### config.mk
export PLATFORM = sky130hd
export DESIGN_NAME = usb_tx_phy
export DESIGN_NICKNAME = d
export VERILOG_FILES = /design/src/rtl/usb_pkg.sv /design/src/rtl/usb_tx_bitenc.sv /design/src/rtl/usb_tx_phy.sv
export SDC_FILE = /design/constraint.sdc
export NUM_CORES = 1
export LEC_CHECK = 0
export CAP_MARGIN = 20
export CORE_MARGIN = 5
export CORE_UTILIZATION = 25
export CTS_BUF_LIST = sky130_fd_sc_hd__clkbuf_8
export DETAILED_ROUTE_END_ITERATION = 10
export DONT_BUFFER_PORTS = 1
export MAX_ROUTING_LAYER = met4
export SKIP_CTS_REPAIR_TIMING = 1
export SLEW_MARGIN = 20
export SYNTH_ARGS = -nofsm -noshare
export SYNTH_HDL_FRONTEND = slang
export SYNTH_SLANG_ARGS = --single-unit
### constraint.sdc
create_clock -name clk -period 2.4 [get_ports clk]
set_clock_uncertainty 0.2 [all_clocks]
set_input_delay 0.12 -clock clk [delete_from_list [all_inputs] [get_ports clk]]
set_output_delay 0.12 -clock clk [all_outputs]
set_load 0.05 [all_outputs]
### src/rtl/usb_pkg.sv
// usb_pkg: shared types and constants for the USB transmit PHY.
// Line polarity follows USB_TX_LOW_SPEED_EN (defined: low-speed J/K, undefined: full-speed).
package usb_pkg;

    typedef enum logic [2:0] {
        ST_IDLE,
        ST_SYNC,
        ST_DATA,
        ST_EOP_SE0,
        ST_EOP_J
    } tx_state_t;

    localparam logic [7:0] USB_SYNC        = 8'h80;
    localparam int         USB_STUFF_LIMIT = 6;
    localparam int         EOP_SE0_BITS    = 2;
    localparam int         EOP_J_BITS      = 1;

`ifdef USB_TX_LOW_SPEED_EN
    localparam logic J_DP = 1'b0;
    localparam logic J_DN = 1'b1;
    localparam logic K_DP = 1'b1;
    localparam logic K_DN = 1'b0;
`else
    localparam logic J_DP = 1'b1;
    localparam logic J_DN = 1'b0;
    localparam logic K_DP = 1'b0;
    localparam logic K_DN = 1'b1;
`endif

endpackage

### src/rtl/usb_tx_bitenc.sv
// usb_tx_bitenc: NRZI level tracking and bit-stuff detection for the serial stream.
// nrzi is the line level (1 = J) for the bit presented now; stuff flags that a 0 must be inserted next.
module usb_tx_bitenc
    import usb_pkg::*;
(
    input  logic clk,
    input  logic reset,
    input  logic clear,
    input  logic en,
    input  logic bit_in,
    output logic nrzi,
    output logic stuff
);

    logic       lvl;
    logic [2:0] ones;

    assign nrzi  = bit_in ? lvl : ~lvl;
    assign stuff = ones == 3'(USB_STUFF_LIMIT);

    always_ff @(posedge clk or posedge reset) begin
        if (reset) begin
            lvl  <= 1'b1;
            ones <= 3'd0;
        end else if (clear) begin
            lvl  <= 1'b1;
            ones <= 3'd0;
        end else if (en) begin
            lvl  <= nrzi;
            ones <= bit_in ? ones + 3'd1 : 3'd0;
        end
    end

endmodule

### src/rtl/usb_tx_phy.sv
// usb_tx_phy: USB transmit PHY -- SYNC, LSB-first data, bit stuffing, NRZI and EOP onto D+/D-.
// USB_TX_LOW_SPEED_EN selects low-speed J/K polarity (see usb_pkg).
module usb_tx_phy
    import usb_pkg::*;
#(
    parameter int CLKS_PER_BIT = 4
) (
    input  logic       clk,
    input  logic       reset,
    input  logic       usb_reset,
    input  logic [7:0] tx_data,
    input  logic       tx_valid,
    output logic       tx_ready,
    output logic       d_p,
    output logic       d_n,
    output logic       d_oe
);

    localparam int         CW     = $clog2(CLKS_PER_BIT);
    localparam logic [1:0] J_LINE = {J_DP, J_DN};
    localparam logic [1:0] K_LINE = {K_DP, K_DN};

    tx_state_t      state, state_n;
    logic [CW-1:0]  cnt;
    logic [2:0]     idx, idx_n;
    logic [7:0]     sr, sr_n;
    logic           ready_n, oe_n, dp_n, dn_n;
    logic           emit, bit_out, nrzi, stuff, bit_en;

    assign bit_en = cnt == CW'(CLKS_PER_BIT - 1);

    usb_tx_bitenc u_enc (
        .clk    (clk),
        .reset  (reset),
        .clear  (usb_reset || state == ST_EOP_SE0),
        .en     (emit),
        .bit_in (bit_out),
        .nrzi   (nrzi),
        .stuff  (stuff)
    );

    always_comb begin
        state_n = state;
        idx_n   = idx;
        sr_n    = sr;
        ready_n = 1'b0;
        oe_n    = d_oe;
        emit    = 1'b0;
        bit_out = 1'b0;
        unique case (state)
            ST_IDLE: if (tx_valid) begin
                state_n = ST_SYNC;
                sr_n    = USB_SYNC;
                idx_n   = 3'd0;
                emit    = 1'b1;
                bit_out = USB_SYNC[0];
                oe_n    = 1'b1;
            end
            ST_SYNC, ST_DATA: if (bit_en) begin
                emit = 1'b1;
                // a pending stuff bit goes out before the byte index moves on
                if (stuff) begin
                    bit_out = 1'b0;
                end else if (idx != 3'd7) begin
                    idx_n   = idx + 3'd1;
                    bit_out = sr[idx + 3'd1];
                end else if (tx_valid) begin
                    state_n = ST_DATA;
                    sr_n    = tx_data;
                    idx_n   = 3'd0;
                    ready_n = 1'b1;
                    bit_out = tx_data[0];
                end else begin
                    emit    = 1'b0;
                    state_n = ST_EOP_SE0;
                    idx_n   = 3'd0;
                end
            end
            ST_EOP_SE0: if (bit_en) begin
                idx_n = idx + 3'd1;
                if (idx == 3'(EOP_SE0_BITS - 1)) begin
                    state_n = ST_EOP_J;
                    idx_n   = 3'd0;
                end
            end
            ST_EOP_J: if (bit_en) begin
                idx_n = idx + 3'd1;
                if (idx == 3'(EOP_J_BITS - 1)) begin
                    state_n = ST_IDLE;
                    idx_n   = 3'd0;
                    oe_n    = 1'b0;
                end
            end
            default: state_n = ST_IDLE;
        endcase
        if (usb_reset) begin
            state_n = ST_IDLE;
            idx_n   = 3'd0;
            ready_n = 1'b0;
            oe_n    = 1'b0;
            emit    = 1'b0;
        end
        {dp_n, dn_n} = (state_n == ST_EOP_SE0) ? 2'b00 :
                       (state_n == ST_IDLE || state_n == ST_EOP_J) ? J_LINE :
                       emit ? (nrzi ? J_LINE : K_LINE) : {d_p, d_n};
    end

    always_ff @(posedge clk or posedge reset) begin
        if (reset) begin
            state    <= ST_IDLE;
            cnt      <= '0;
            idx      <= 3'd0;
            sr       <= 8'h00;
            tx_ready <= 1'b0;
            d_oe     <= 1'b0;
            d_p      <= J_DP;
            d_n      <= J_DN;
        end else begin
            state    <= state_n;
            cnt      <= (state == ST_IDLE || usb_reset || bit_en) ? '0 : cnt + 1'b1;
            idx      <= idx_n;
            sr       <= sr_n;
            tx_ready <= ready_n;
            d_oe     <= oe_n;
            d_p      <= dp_n;
            d_n      <= dn_n;
        end
    end

endmodule

==> reports/results.ini, run 1 <==
[status]
status = complete, but fails checks
failed_checks = hold timing

[flow_run]
timing.max_cap.violations = 0

[cts]
tritoncts_clock_tree = done
clock_sink_count = 24
cts.htree.levels = 1
cts.path.max_buffers = 2
cts_inserted_buffers = 3
ctsRootBufferMaster = sky130_fd_sc_hd__clkbuf_8
worst_setup_hold_path_clk_slew_ps = 90
worst_skew_pair.late_latency_ps = 280

[synth]
synth_async_sr_flop_share_pct = 100
postSynth.topFlopCell = sky130_fd_sc_hd__dfrtp_1
postSynthCellCount = 161
synthesized_area_per_cell_um2 = 9.52
yosys.area.top_type = sky130_fd_sc_hd__dfrtp_1
synth-seq-cells = 24
post_synthesis_cell_type_count = 47
synth_warnings = 0
ys_top_cells_by_area = sky130_fd_sc_hd__dfrtp_1 36%, sky130_fd_sc_hd__ha_1 5.7%, sky130_fd_sc_hd__inv_1 4.7%, sky130_fd_sc_hd__mux2i_1 4.6%, sky130_fd_sc_hd__nand2_1 3.9%
number_of_synthesized_flops_with_an_enable_pin = 0
syn-cell-area_um2 = 1530
post-synth-top-area-fraction_pct = 35.9
post_synthesis_net_count = 180
synth.yosys.seq_area_share_pct = 39.3

[place]
hpwl_um = 2610
finalWeightedCongestion = 0.842
placement.cell_area_um2 = 1670
dp_worst_setup_slack_ps = -11.8
place.port_buffers = 0

[detailed_routing]
drt-wirelength-per-cell_um = 13.8
drc = 0
total_via_count_in_the_routed_design = 1237
routed_wirelength_um = 3600
number_of_vias_per_cell_after_detailed_routing = 4.72
first_pass_iters = 4
ant_nets = 0
first_iter_violations = 123

[grt]
antenna_found_initial = 0
globalRouteOverflowTotal = 0
pin_count_of_the_biggest_net_entering_global_routing = 25
first_global_vias = 1198
grt_first_pass_wirelength_um = 5930
global_route.peak_usage_layer = met2
groute.layer.met3.usage_pct = 1.68
total_global_routing_track_utilization_pct = 9.94
global_route.usage.met2_pct = 15.0
groute.layer.met1.usage_pct = 13.2

[worst_setup_path]
critical_path.top_delay_family = multiplexers
timing.critical_path.cells = buf_6 -> mux2_2 -> mux4_2 -> o2111ai_4 -> nor4_2 -> a211o_1
cp-end-kind = flop
worstSetupPathType = flop to flop
critical_path.max_stage_delay_ps = 490
critPathArrivalTime_ps = 2320
reg2reg_setup_slack_ps = 50
worstPathRequired_ps = 2370
cp_slowest_cell = sky130_fd_sc_hd__mux4_2
critical_path_peak_fanout = 8
cp-start-kind = flop
wp_buf_inv = 1

[die]
floorplan.initialDensity_pct = 25.7
die_height_um = 88.3
rows = 28
core_area_um2 = 5960
ios = 16
die_area_um2 = 7800
die_w_um = 88.3

[sta]
final_min_period_over_clock_period_pct = 98.0
setup_viol = 0
grt_setup_unrepaired = yes
achievable-frequency_mhz = 425
setup_total_negative_slack_ps = 0
worst-slew-pin-transition_ps = 495
finalWorstPathRequiredPeriod_ps = 2350
hold-worst-slack_ps = -183
finalHoldViolCount = 2
worst_slew_margin_rel_pct = 67.0
timing_max_transition_violations_final = 0
post-route-worst-setup-slack_ps = 47.0

[power_and_ir_drop]
irDropWorstVdd_mv = 0.237
power.static_leakage_nw = 0.808
cellPowerDensity_nw_per_um2 = 483

[cells_and_area]
antennaDiodeCount = 0
area_delta_synth_final_pct = 24.5
final_net_count = 207
share_of_cells_above_drive_strength_1_pct = 19.3
sequential_cell_area_um2 = 604
area_taken_by_multi_input_logic_gates_um2 = 832
fill_cells = 623
layout.cell_area.non_filler_um2 = 1910

[worst_hold_path]
hold_path_class = input pin to flop

[per-stage QoR]
stage               util (%)  cells  power, mW  hold WS, ps
CTS                     29.0    246      0.911         -418
global placement        28.1    242      0.617         -120
floorplan                  -    161      0.584        -66.9
finish                  32.0    262      0.922         -183
global route            32.0    262      0.973         -194
detailed placement      28.1    242      0.620         -112
[cells in the mapped netlist (3+ instances only)]
cell,n
sky130_fd_sc_hd__mux2_2,4
sky130_fd_sc_hd__ha_1,7
sky130_fd_sc_hd__nor3_1,3
sky130_fd_sc_hd__or3_1,3
sky130_fd_sc_hd__a21oi_1,7
sky130_fd_sc_hd__mux2i_1,7
sky130_fd_sc_hd__nand3_1,7
sky130_fd_sc_hd__a31oi_1,3
sky130_fd_sc_hd__inv_1,19
sky130_fd_sc_hd__xnor2_1,4
sky130_fd_sc_hd__nor4_1,3
sky130_fd_sc_hd__nor2_1,4
sky130_fd_sc_hd__o21ai_0,8
sky130_fd_sc_hd__nand2_1,16
sky130_fd_sc_hd__dfrtp_1,22
sky130_fd_sc_hd__nand3b_1,4
[area by class of cell]
class	instances	area share [%]
Tap cell	75	4.92
Sequential cell	24	31.7
Clock buffer	4	2.89
Timing Repair Buffer	29	13.2
Inverter	19	3.74
Multi-Input combinational cell	111	43.6
[per-layer routing]
metal	routed length, um	part of all wire [%]
met3	100	2.8
met2	1700	47
met4	60	1.7
met5	0	0
met1	1740	48
[sequential cells by signal, summed over array words and instances (netlist names)]
| register | cells |
|---|---|
| state | 3 |
| u_enc.ones | 3 |
| cnt | 2 |
| sr | 8 |
| u_enc.lvl | 1 |
| d_p | 1 |
| d_oe | 1 |
| idx | 3 |
| d_n | 1 |
| tx_ready | 1 |
[path summary, 6_finish.rpt]
path	startpoint	cells after the start	end
min in group asynchronous	reset	3	u_enc.ones[0]
worst max-delay path	idx[0]	6	u_enc.ones[2]
worst min-delay path	tx_valid	1	tx_ready
max in group asynchronous	reset	3	d_p
worst min register to register	cnt[0]	1	cnt[0]
worst max register to register	idx[0]	6	u_enc.ones[2]
[cell families after synthesis]
kind of cell / after synthesis / synth area share, %
AOI/OAI and AO/OA: 36 / 17.0
xor gates and xnor gates: 4 / 2.29
adders and majority gates: 8 / 6.37
buffers and inverters: 26 / 8.00
DFF: 24 / 39.3
muxes: 13 / 9.71
and+or+nand+nor: 50 / 17.3
[cell usage in the layout (no fill, tap or decap), drive strengths merged, types with 2 or more instances in the layout]
cell type    instances
dfrtp               22
inv                 19
buf                 17
nand2               16
dlygate4sd3         12
o21ai                8
nand3                7
a21oi                7
mux2i                7
ha                   7
nor2                 6
mux2                 5
xnor2                4
nand3b               4
clkbuf               4
or3                  3
a31oi                3
nor3                 3
o2111ai              3
nor4                 3
a211o                2
a32o                 2
o31ai                2
dfstp                2
[where the power goes]
part | internal (mW) | total [mW] | switching (mW)
combinational | 0.0833 | 0.163 | 0.0794
sequential | 0.435 | 0.474 | 0.0393
clock | 0.147 | 0.285 | 0.138
total | 0.665 | 0.922 | 0.257
Note: power is estimated with default switching activity, not from simulation.
==> inputs of run 2 (changes only) <==
--- a/config.mk
+++ b/config.mk
@@ -7,7 +7,7 @@
 export LEC_CHECK = 0
 export CAP_MARGIN = 20
 export CORE_MARGIN = 5
-export CORE_UTILIZATION = 25
+export CORE_UTILIZATION = 40
 export CTS_BUF_LIST = sky130_fd_sc_hd__clkbuf_8
 export DETAILED_ROUTE_END_ITERATION = 10
 export DONT_BUFFER_PORTS = 1
==> constraint.sdc (replaced) <==
create_clock -name clk -period 2.15 [get_ports clk]
set_clock_uncertainty 0.2 [all_clocks]
set_input_delay 0.1075 -clock clk [delete_from_list [all_inputs] [get_ports clk]]
set_output_delay 0.1075 -clock clk [all_outputs]
set_load 0.05 [all_outputs]
==> run 2 against run 1 <==
  * The flow finishes with violations (setup timing)
  * Design area up 1.6%
  * Count of clock-buffer cells in the layout shrank 1
  * Global-route usage is 5.3 points higher
  * Largest cell class unchanged
  * Highest routed layer unchanged
==> reports/results.ini, run 2 (same netlist as run 1, synthesis figures left out) <==
[die]
rows = 22
floorplan.initialDensity_pct = 41.6
die_area_um2 = 5170
die_height_um = 71.9
ios = 16
die_w_um = 71.9
core_area_um2 = 3690

[place]
dpl.cell_count = 222
hpwl_um = 2590
place.port_buffers = 0
finalWeightedCongestion = 0.841

[grt]
total_global_routing_track_utilization_pct = 15.2
grt_first_pass_wirelength_um = 6190
pin_count_of_the_biggest_net_entering_global_routing = 15
antenna_found_initial = 0
first_global_vias = 1332
globalRouteOverflowTotal = 0

[cells_and_area]
top_reg_by_flops = sr
leading_cell_type_in_the_layout_fill_and_taps_excluded = sky130_fd_sc_hd__dfrtp_1
final_cells = 237
most_frequent_cells_in_the_layout = 21 x sky130_fd_sc_hd__dfrtp_1, 19 x sky130_fd_sc_hd__buf_4, 18 x sky130_fd_sc_hd__inv_1
fin_util_pct = 52.6
final_net_count = 209
largest_register_ff_count = 8
antennaDiodeCount = 0
share_of_cells_above_drive_strength_1_pct = 23.3
area_delta_synth_final_pct = 26.5
fill_cells = 327

[worst_setup_path]
critPathArrivalTime_ps = 2250
worstPathRequired_ps = 2100
cp-start-kind = flop
cp-end-kind = flop
worstSetupPathType = flop to flop
crit-reg2reg-launch = idx[0]
critical_path_peak_fanout = 7
timing.rr.end = u_enc.ones[2]
worst-r2r-cell-count = 6
reg2reg_setup_slack_ps = -140

[detailed_routing]
first_pass_iters = 4
ant_nets = 0
total_via_count_in_the_routed_design = 1306
drt-wirelength-per-cell_um = 15.0
first_iter_violations = 139
drc = 0
number_of_vias_per_cell_after_detailed_routing = 5.51
routed_wirelength_um = 3560

[sta]
post-route-worst-setup-slack_ps = -144
setup_viol = 6
achievable-frequency_mhz = 436
finalHoldViolCount = 0
hold-worst-slack_ps = 21.3
grt_setup_unrepaired = yes
worst-slew-pin-transition_ps = 523
timing_max_transition_violations_final = 0
worst_slew_margin_rel_pct = 65.1
final_min_period_over_clock_period_pct = 107
finalWorstPathRequiredPeriod_ps = 2290

[cts]
ctsRootBufferMaster = sky130_fd_sc_hd__clkbuf_8
clock_sink_count = 24
worst_setup_hold_path_clk_slew_ps = 80
cts_inserted_buffers = 3
cts.htree.levels = 1
cts.path.max_buffers = 2
tritoncts_clock_tree = done
worst_skew_pair.late_latency_ps = 260

[worst_hold_path]
hold-path-endpoint = sr[7]
hold_start = tx_valid
timing.hold.worst_path_depth = 2
hold_path_class = input pin to flop

[power_and_ir_drop]
irDropWorstVdd_mv = 0.313
cellPowerDensity_nw_per_um2 = 573
power.static_leakage_nw = 0.824

[status]
failed_checks = setup timing
status = complete, but fails checks

[flow_run]
timing.max_cap.violations = 0

[run 2: critical path, cell delays in order, from the launching register on]
cell                        delay (ps)
sky130_fd_sc_hd__dfrtp_2           470
sky130_fd_sc_hd__inv_2              80
sky130_fd_sc_hd__ha_4              280
sky130_fd_sc_hd__mux4_2            520
sky130_fd_sc_hd__o2111ai_4         310
sky130_fd_sc_hd__nor4b_2           100
sky130_fd_sc_hd__a211o_1           230
[run 2: layout make-up]
type                            instances  area [um2]  share of cell area [%]
Inverter                               19        71.3                    3.68
Multi-Input combinational cell        111         860                    44.3
Timing Repair Buffer                   31         273                    14.1
Tap cell                               48        60.1                    3.10
Clock buffer                            3        41.3                    2.13
Sequential cell                        24         604                    31.2
Clock inverter                          1        30.0                    1.55
[run 2: power by group]
part / internal (mW) / total [mW] / switching (mW)
Sequential: 0.485 / 0.523 / 0.0381
Clock: 0.249 / 0.393 / 0.144
Combinational: 0.0974 / 0.195 / 0.0977
Total: 0.831 / 1.11 / 0.280
[run 2: stage by stage]
stage	instance area [um2]	setup slack [ps]	TNS (ps)	power [mW]
finish	1940	-144	-427	1.11
global route	1940	-228	-1090	1.17
floorplan	1570	-79.7	-150	0.659
detailed placement	1740	-167	-495	0.704
CTS	1810	-179	-627	1.10
global placement	1740	-79.8	-114	0.699
[run 2: worst max path at each step]
stage / to / cells after the start / start
finish: u_enc.ones[2] / 6 / idx[0]
global route: u_enc.ones[2] / 6 / idx[0]
CTS: u_enc.ones[2] / 6 / idx[0]
detailed placement: u_enc.ones[2] / 6 / idx[0]
global placement: u_enc.ones[2] / 6 / idx[0]
floorplan: u_enc.ones[2] / 6 / idx[0]
[run 2: metal layers]
layer	vias up	track usage, %	share of wire [%]	routed length [um]
met5	-	-	0	0
li1	634	-	-	-
met2	30	26.0	51	1830
met3	5	2.49	3.9	140
met1	637	18.4	43	1550
met4	0	4.59	1.3	48
==> inputs of run 3 (changes only) <==
--- a/config.mk
+++ b/config.mk
@@ -8,7 +8,7 @@
 export CAP_MARGIN = 20
 export CORE_MARGIN = 5
 export CORE_UTILIZATION = 40
-export CTS_BUF_LIST = sky130_fd_sc_hd__clkbuf_8
+export CTS_BUF_LIST = sky130_fd_sc_hd__clkbuf_2
 export DETAILED_ROUTE_END_ITERATION = 10
 export DONT_BUFFER_PORTS = 1
 export MAX_ROUTING_LAYER = met4
==> run 3 against run 2 <==
  * The run ends with hold timing, setup timing left
  * First-iteration DRC count is 30% lower
  * Routed wire length is 1.3% lower
  * Total power is 8.3% lower
  * Cell count stayed put
  * Sequential power hardly changed
  * Clock power is 24% lower
  * Utilization is 0.58 points lower
  * Via count hardly changed
  * Register-to-register slack hardly changed
  * Critical path type unchanged
  * Highest routed layer unchanged
==> reports/results.ini, run 3 (same netlist as run 1, synthesis figures left out) <==
[status]
status = complete, but fails checks
failed_checks = hold timing, setup timing

[cells_and_area]
most_frequent_cells_in_the_layout = 21 x sky130_fd_sc_hd__dfrtp_1, 19 x sky130_fd_sc_hd__buf_4, 18 x sky130_fd_sc_hd__inv_1
largest_register_ff_count = 8
fill_cells = 326
area_delta_synth_final_pct = 25.1
sequential_cell_area_um2 = 604
final_net_count = 209
share_of_cells_above_drive_strength_1_pct = 23.3
antennaDiodeCount = 0
top_reg_by_flops = sr
leading_cell_type_in_the_layout_fill_and_taps_excluded = sky130_fd_sc_hd__dfrtp_1
area_taken_by_multi_input_logic_gates_um2 = 865
final_cells = 237

[cts]
ctsRootBufferMaster = sky130_fd_sc_hd__clkbuf_2
tritoncts_clock_tree = done
worst_skew_pair.late_latency_ps = 340
cts.path.max_buffers = 2
cts.htree.levels = 1
clock_sink_count = 24
worst_setup_hold_path_clk_slew_ps = 240
cts_inserted_buffers = 3

[detailed_routing]
first_iter_violations = 97
ant_nets = 0
routed_wirelength_um = 3520
drt-wirelength-per-cell_um = 14.8
drc = 0
total_via_count_in_the_routed_design = 1305
number_of_vias_per_cell_after_detailed_routing = 5.51
first_pass_iters = 4

[worst_setup_path]
cp-end-kind = flop
worst-r2r-cell-count = 6
worstSetupPathType = flop to flop
critPathArrivalTime_ps = 2350
timing.critical_path.cells = inv_2 -> ha_4 -> mux4_2 -> o2111ai_4 -> nor4b_2 -> a211o_1
worstPathRequired_ps = 2200
cp_slowest_cell = sky130_fd_sc_hd__mux4_2
critical_path.max_stage_delay_ps = 520
cp-start-kind = flop
critical_path_peak_fanout = 7

[sta]
achievable-frequency_mhz = 434
worst_slew_margin_rel_pct = 64.8
finalWorstPathRequiredPeriod_ps = 2300
grt_setup_unrepaired = yes
setup_total_negative_slack_ps = -475
post-route-worst-setup-slack_ps = -153
worst-slew-pin-transition_ps = 527
finalHoldViolCount = 2
setup_viol = 6
hold-worst-slack_ps = -2.28
final_min_period_over_clock_period_pct = 107
timing_max_transition_violations_final = 0

[grt]
total_global_routing_track_utilization_pct = 15.1
antenna_found_initial = 0
first_global_vias = 1338
globalRouteOverflowTotal = 0
grt_first_pass_wirelength_um = 6180
pin_count_of_the_biggest_net_entering_global_routing = 15

[die]
core_area_um2 = 3690
floorplan.initialDensity_pct = 41.6
die_height_um = 71.9
die_w_um = 71.9
die_area_um2 = 5170
ios = 16
rows = 22

[power_and_ir_drop]
cellPowerDensity_nw_per_um2 = 531
power.static_leakage_nw = 0.816
power_mw = 1.02
irDropWorstVdd_mv = 0.296

[place]
finalWeightedCongestion = 0.841
hpwl_um = 2590
place.port_buffers = 0
dpl.cell_count = 222

[flow_run]
timing.max_cap.violations = 0

[worst_hold_path]
hold_path_class = input pin to async pin

[run 3: critical path, delay by kind of cell (launching register included)]
family / cells / cell delay [ps]
compound gates: 2 / 540
fa+ha+maj: 1 / 280
buf+inv: 1 / 80
flops: 1 / 510
mux: 1 / 520
simple gates: 1 / 100
[run 3: area by class of cell]
class,count,area share (%)
clock inverter,1,1.57
sequential,24,31.5
timing repair buffer,31,14.2
multi-input combinational,111,45.1
clock buffer,3,0.783
inverter,19,3.72
tap,48,3.13
[run 3: per-layer routing]
| metal | global-route usage (%) | up-vias | part of all wire (%) |
|---|---|---|---|
| li1 | - | 634 | - |
| met1 | 18.4 | 636 | 42 |
| met2 | 25.8 | 30 | 52 |
| met5 | - | - | 0 |
| met4 | 5.01 | 0 | 1.3 |
| met3 | 2.08 | 5 | 4.5 |
[run 3: power by group]
part	switching, mW	leakage (nW)	internal, mW
Sequential	0.0379	0.312	0.486
Clock	0.138	0.0266	0.160
Combinational	0.0978	0.477	0.0980
[run 3: path summary, 6_finish.rpt]
path                       startpoint       endpoint  slack (ps)
setup / recovery               idx[0]  u_enc.ones[2]        -150
hold / removal                  reset         idx[2]          -2
setup reg to reg               idx[0]  u_enc.ones[2]        -150
hold reg to reg                cnt[0]         cnt[0]         260
max in group asynchronous       reset      u_enc.lvl        1130
min in group clk           tx_data[0]      u_enc.lvl          30
[run 3: stage by stage]
stage | instance area [um2] | hold slack (ps) | setup slack [ps] | utilization, %
floorplan | 1570 | -79.4 | -79.7 | -
global placement | 1740 | -127 | -79.8 | 47.2
detailed placement | 1740 | -126 | -167 | 47.2
CTS | 1790 | -539 | -193 | 48.4
global route | 1920 | 28.6 | -240 | 52.0
finish | 1920 | -2.28 | -153 | 52.0
